`src/rtl/cnn_div_seq_23s_9s.sv`:
```
// Multi-cycle signed restoring divider (23s / 9s -> 14s, saturating), one op in flight.
// Optional remainder output enabled by defining CNN_DIV_REMAINDER_EN.
module cnn_div_seq_23s_9s #(
  parameter int DIVIDEND_W = 23,
  parameter int DIVISOR_W  = 9,
  parameter int QUOT_W     = 14
) (
  input  logic                         ap_clk,
  input  logic                         ap_rst_n,
  input  logic                         in_valid,
  output logic                         in_ready,
  input  logic signed [DIVIDEND_W-1:0] dividend,
  input  logic signed [DIVISOR_W-1:0]  divisor,
  output logic                         out_valid,
  input  logic                         out_ready,
  output logic signed [QUOT_W-1:0]     quotient,
  output logic                         ovf,
  output logic                         div_by_zero
`ifdef CNN_DIV_REMAINDER_EN
  ,
  output logic signed [DIVISOR_W-1:0]  remainder
`endif
);

  localparam int CNT_W = $clog2(DIVIDEND_W);
  localparam logic [DIVIDEND_W-1:0]   QPOS_MAG = DIVIDEND_W'((2**(QUOT_W-1)) - 1);
  localparam logic [DIVIDEND_W-1:0]   QNEG_MAG = DIVIDEND_W'(2**(QUOT_W-1));
  localparam logic signed [QUOT_W-1:0] QMAX    = {1'b0, {(QUOT_W-1){1'b1}}};
  localparam logic signed [QUOT_W-1:0] QMIN    = {1'b1, {(QUOT_W-1){1'b0}}};

  typedef enum logic [1:0] {IDLE, CALC, FIX, DONE} state_t;

  state_t           state;
  logic [CNT_W-1:0] cnt;
  logic             accept;

  // q_mag shifts dividend bits out at the top and quotient bits in at the bottom
  logic [DIVIDEND_W-1:0] q_mag;
  logic [DIVISOR_W-1:0]  dvs_mag;
  logic [DIVISOR_W-1:0]  rem_mag;
  logic                  dvd_neg;
  logic                  quo_neg;

  logic [DIVISOR_W:0]    rem_sh;
  logic                  rem_ge;
  logic [DIVISOR_W-1:0]  rem_nxt;

  // Unsigned magnitude; the two's-complement negate of the most negative value
  // lands on 2^(W-1), which the unsigned register holds exactly.
  function automatic logic [DIVIDEND_W-1:0] abs_dvd(input logic signed [DIVIDEND_W-1:0] x);
    logic [DIVIDEND_W-1:0] u;
    u = x;
    return x[DIVIDEND_W-1] ? (~u + 1'b1) : u;
  endfunction

  function automatic logic [DIVISOR_W-1:0] abs_dvs(input logic signed [DIVISOR_W-1:0] x);
    logic [DIVISOR_W-1:0] u;
    u = x;
    return x[DIVISOR_W-1] ? (~u + 1'b1) : u;
  endfunction

  function automatic logic sat_ovf(input logic neg, input logic [DIVIDEND_W-1:0] mag);
    return neg ? (mag > QNEG_MAG) : (mag > QPOS_MAG);
  endfunction

  function automatic logic signed [QUOT_W-1:0] sat_quot(input logic neg,
                                                        input logic [DIVIDEND_W-1:0] mag);
    logic [QUOT_W-1:0] t;
    t = mag[QUOT_W-1:0];
    if (!neg && (mag > QPOS_MAG)) return QMAX;
    if (neg && (mag > QNEG_MAG))  return QMIN;
    return neg ? signed'(~t + 1'b1) : signed'(t);
  endfunction

  assign accept = in_valid && in_ready;

  // Restoring step: partial remainder < divisor <= 2^(DIVISOR_W-1), so the shifted value fits DIVISOR_W+1 bits
  always_comb begin
    rem_sh  = {rem_mag, q_mag[DIVIDEND_W-1]};
    rem_ge  = rem_sh >= {1'b0, dvs_mag};
    rem_nxt = rem_ge ? DIVISOR_W'(rem_sh - {1'b0, dvs_mag}) : DIVISOR_W'(rem_sh);
  end

  always_ff @(posedge ap_clk) begin
    if (accept) begin
      q_mag   <= abs_dvd(dividend);
      dvs_mag <= abs_dvs(divisor);
      rem_mag <= '0;
      dvd_neg <= dividend[DIVIDEND_W-1];
      quo_neg <= dividend[DIVIDEND_W-1] ^ divisor[DIVISOR_W-1];
    end else if (state == CALC) begin
      q_mag   <= {q_mag[DIVIDEND_W-2:0], rem_ge};
      rem_mag <= rem_nxt;
    end
  end

  always_ff @(posedge ap_clk or negedge ap_rst_n) begin
    if (!ap_rst_n) begin
      state       <= IDLE;
      cnt         <= '0;
      in_ready    <= 1'b1;
      out_valid   <= 1'b0;
      quotient    <= '0;
      ovf         <= 1'b0;
      div_by_zero <= 1'b0;
`ifdef CNN_DIV_REMAINDER_EN
      remainder   <= '0;
`endif
    end else begin
      case (state)
        IDLE: begin
          if (accept) begin
            state       <= CALC;
            cnt         <= CNT_W'(DIVIDEND_W - 1);
            in_ready    <= 1'b0;
            ovf         <= 1'b0;
            div_by_zero <= 1'b0;
          end
        end
        CALC: begin
          if (cnt == '0) state <= FIX;
          else           cnt   <= cnt - 1'b1;
        end
        // Sign fix-up and saturation into the output registers
        FIX: begin
          if (dvs_mag == '0) begin
            quotient    <= dvd_neg ? QMIN : QMAX;
            ovf         <= 1'b0;
            div_by_zero <= 1'b1;
          end else begin
            quotient    <= sat_quot(quo_neg, q_mag);
            ovf         <= sat_ovf(quo_neg, q_mag);
            div_by_zero <= 1'b0;
          end
`ifdef CNN_DIV_REMAINDER_EN
          if (dvs_mag == '0)  remainder <= '0;
          else if (dvd_neg)   remainder <= signed'(~rem_mag + 1'b1);
          else                remainder <= signed'(rem_mag);
`endif
          out_valid <= 1'b1;
          state     <= DONE;
        end
        DONE: begin
          if (out_ready) begin
            out_valid <= 1'b0;
            in_ready  <= 1'b1;
            state     <= IDLE;
          end
        end
        default: state <= IDLE;
      endcase
    end
  end

endmodule

```
`config.mk`:
```
export PLATFORM = sky130hd
export DESIGN_NAME = cnn_div_seq_23s_9s
export DESIGN_NICKNAME = d
export VERILOG_FILES = /design/src/rtl/cnn_div_seq_23s_9s.sv
export SDC_FILE = /design/constraint.sdc
export NUM_CORES = 1
export LEC_CHECK = 0
export BUFFER_PORTS_ARGS = -buffer_cell sky130_fd_sc_hd__buf_4
export CORE_MARGIN = 3
export CORE_UTILIZATION = 30
export DETAILED_ROUTE_END_ITERATION = 16
export PLACE_DENSITY = 0.54
export SETUP_SLACK_MARGIN = 0.02
export SLEW_MARGIN = 5
export SYNTH_ARGS = -nofsm -noshare
export SYNTH_HDL_FRONTEND = slang
export SYNTH_SLANG_ARGS = --single-unit
```
`constraint.sdc`:
```
create_clock -name ap_clk -period 2.9 [get_ports ap_clk]
set_input_delay 0.29 -clock ap_clk [delete_from_list [all_inputs] [get_ports ap_clk]]
set_output_delay 0.29 -clock ap_clk [all_outputs]
set_load 0.1 [all_outputs]
```
==> impl_metrics.tcl <==
set metrics [dict create \
    status "complete, no violations" \
    place_congestion 0.830 \
    synth_cell_types 60 \
    cp_num_cells 10 \
    peakVddDrop_v 0.000385 \
    synth-compound-area-share_pct 20.3 \
    wire_per_inst_um 14.7 \
    worstHoldPathCells 1 \
    grt_pass1_vias 3391 \
    synth_xor_area_share_pct 8.39 \
    core_um2 14100 \
    crit_chain "inv_1 -> ha_1 -> inv_1 -> fa_1 -> a21oi_1 -> o21bai_1 -> o21ai_0 -> a21o_1 -> mux2i_1 -> a21oi_1" \
    multi_input_comb_area_um2 2340 \
    ant_nets 0 \
    dp_cells 687 \
    finalSetupViolations 0 \
    synthTopCellsByCount "nand2_1, o21ai_0, edfxtp_1, inv_1" \
    r2r_slack_ns 0.29 \
    numCtsBuffers 9 \
    rsz0062_at_grt "no" \
    dieArea_um2 16100 \
    synth_simple_gate_area_share_pct 16.0 \
    p_total_mw 5.80 \
    synth_top_family_by_area "compound AO/OA/AOI/OAI gates" \
    crit_start "q_mag[22]$_DFFE_PP_" \
    clk_pin_slew_worst_paths_ns 0.06 \
    crit_path_max_incr_delay_ns 0.48 \
    worst-path-buf-inv 2 \
    final.min_clock_period_ns 2.61 \
    dpl.hpwl_um 7820 \
    synthesis.nets 531 \
    cap_violations 0 \
    pre_cts_slack_ns 0.323 \
    crit_arrival_ns 2.82 \
    yosysTopAreaCell "edfxtp_1" \
    die_w_um 127 \
    syn_area_per_cell_um2 9.25 \
    reg2reg_from "q_mag[22]$_DFFE_PP_" \
    cp-end-kind "flop" \
    antenna_found_initial 0 \
    final_nets 576 \
    cts.sinks 68 \
    slowest_stage "a21o_1" \
    layout_worst_path_cycle_share_pct 90.0 \
    initial_utilization_pct 31.1 \
    slew_headroom_pct 58.7 \
    ctsResizeCount 0 \
    skew_ns 0.00562 \
    final_core_util_pct 37.2 \
    grt_overflow 0 \
    setup_ws_ns 0.289 \
    final.setup.tns_ns 0 \
    timing.fmax_mhz 383 \
    drt_iter0_markers 268 \
    power_density_nw_per_um2 1110 \
    fillers 1451 \
    ys_seq_elements 68 \
    slew_viol_final 0 \
    h-tree-depth 3 \
    synth.area.mux_share_pct 2.31 \
    power_leakage_nw 2.11 \
    diodes 0 \
    grt_max_degree 53 \
    hp-start "divisor[0]" \
    synth_cells 474 \
    rows 43 \
    netlist.area_leader.share_pct 23.3 \
    yosys.area_share.adder_pct 6.16 \
    cp-start-kind "flop" \
    crit_type "flop to flop" \
    grtUsageTotal_pct 13.0 \
    synth_ff_type "edfxtp_1" \
    syn_area_um2 4390 \
    ys_seq_area_share_pct 41.7 \
    crit_family "compound AO/OA/AOI/OAI gates" \
    async_flop_share_pct 36.8 \
    synth-edff-count 34 \
    worst_slew_pin_slew_ns 0.615 \
    viasPerCell 5.04 \
    area_delta_synth_final_pct 19.5 \
    grt_pass1_wl_um 16900 \
    yosysMostFrequentCell "nand2_1" \
    final_cells 704 \
    worstPathMaxFanout 15 \
    fp.dieH_um 127 \
    port_buffers 53 \
    r2r_cells 10 \
    drtPass1Iterations 4 \
    clockRootBuffer "clkbuf_16" \
    hp-class "input pin to flop" \
    regArea_um2 1830 \
    final_layout_size_suffix_gt1_share_pct 19.1 \
    io-pin-count 54 \
    crit_end "rem_mag[3]$_SDFFE_PP0P_" \
    vias 3549 \
    clkLatencyLatePin_ns 0.33 \
    r2r_end "rem_mag[3]$_SDFFE_PP0P_" \
    crit_required_ns 3.11 \
    drc_errors 0 \
    cts_tree "yes" \
    synthTopCellsByArea "edfxtp_1, dfrtp_1, ha_1" \
    wl_um 10400 \
    hold_viol_final 0 \
    clockBufferDepth 2 \
    yosys_warnings 0 \
]
per-layer routing:
metal,wire (um),vias up,GRT usage [%]
li1,-,1824,-
met4,48,0,3.03
met3,491,4,3.54
met5,0,-,0
met2,4380,79,18.6
met1,5450,1642,19.5
area by class of cell:
type	count	share of cell area (%)
clock inverters	7	0.836
repair buffers	61	8.79
inverters	32	2.29
clock buffers	9	4.30
well taps	180	4.30
multi-input cells	347	44.6
flip-flops and latches	68	34.9
sequential cells by signal (all words and copies together) (netlist names):
name,cells
q_mag,23
quotient,14
dvs_mag,9
rem_mag,9
cnt,5
state,2
div_by_zero,1
dvd_neg,1
in_ready,1
out_valid,1
ovf,1
quo_neg,1
power breakdown:
part           leakage, nW  switching, mW  internal [mW]
clock                0.131          0.419          0.573
sequential           0.686          0.413           1.53
combinational         1.30           1.91          0.954
how the worst min path moves through the flow:
stage / end / slack, ns
6_report: dvs_mag[0]$_DFFE_PP_ / 0.17
5_1_grt: dvs_mag[0]$_DFFE_PP_ / 0.16
4_1_cts: dvs_mag[0]$_DFFE_PP_ / 0.16
3_5_place_dp: state[0]$_DFFE_PN0P_ / 0.22
3_3_place_gp: cnt[2]$_DFFE_PN0P_ / 0.21
2_1_floorplan: cnt[0]$_DFFE_PN0P_ / -0.006
cells by family after synthesis:
group | count (synthesis)
muxes | 10
xor gates and xnor gates | 42
adders and majority gates | 21
DFF | 68
AOI/OAI and AO/OA | 132
and+or+nand+nor | 142
buffers and inverters | 59
metrics by stage:
stage | hold WS, ns | instance area, um2
3_3_place_gp | 0.215 | 4960
6_report | 0.171 | 5240
4_1_cts | 0.158 | 5240
5_1_grt | 0.164 | 5240
2_1_floorplan | -0.00559 | 4390
3_5_place_dp | 0.222 | 4960
timing repair:
item                                    in CTS  in global routing
hold buffers                                 1                  0
endpoints found under the hold margin       24                  0
buffers inserted                             0                  0
endpoints found under the setup margin       0                  0
placed cells by master, fill, tap and decap left out, types with 5 or more instances in the layout:
cell type / synthesis / layout
dfrtp_1: 24 / 24
clkbuf_16: 0 / 9
or3_1: 5 / 5
o21ai_0: 50 / 50
dfxtp_1: 9 / 9
o21a_1: 6 / 6
xor2_1: 24 / 24
a31oi_1: 6 / 6
o31ai_1: 9 / 9
nor3_1: 8 / 8
nand3_1: 7 / 7
edfxtp_1: 34 / 34
buf_4: 0 / 60
xnor2_1: 18 / 18
nor2_1: 24 / 24
ha_1: 20 / 20
a21oi_1: 16 / 16
inv_1: 32 / 32
o221a_2: 11 / 11
mux2i_1: 9 / 9
nand2_1: 58 / 57
nor4_1: 10 / 10
No activity file was read; power rests on OpenSTA's default activity.
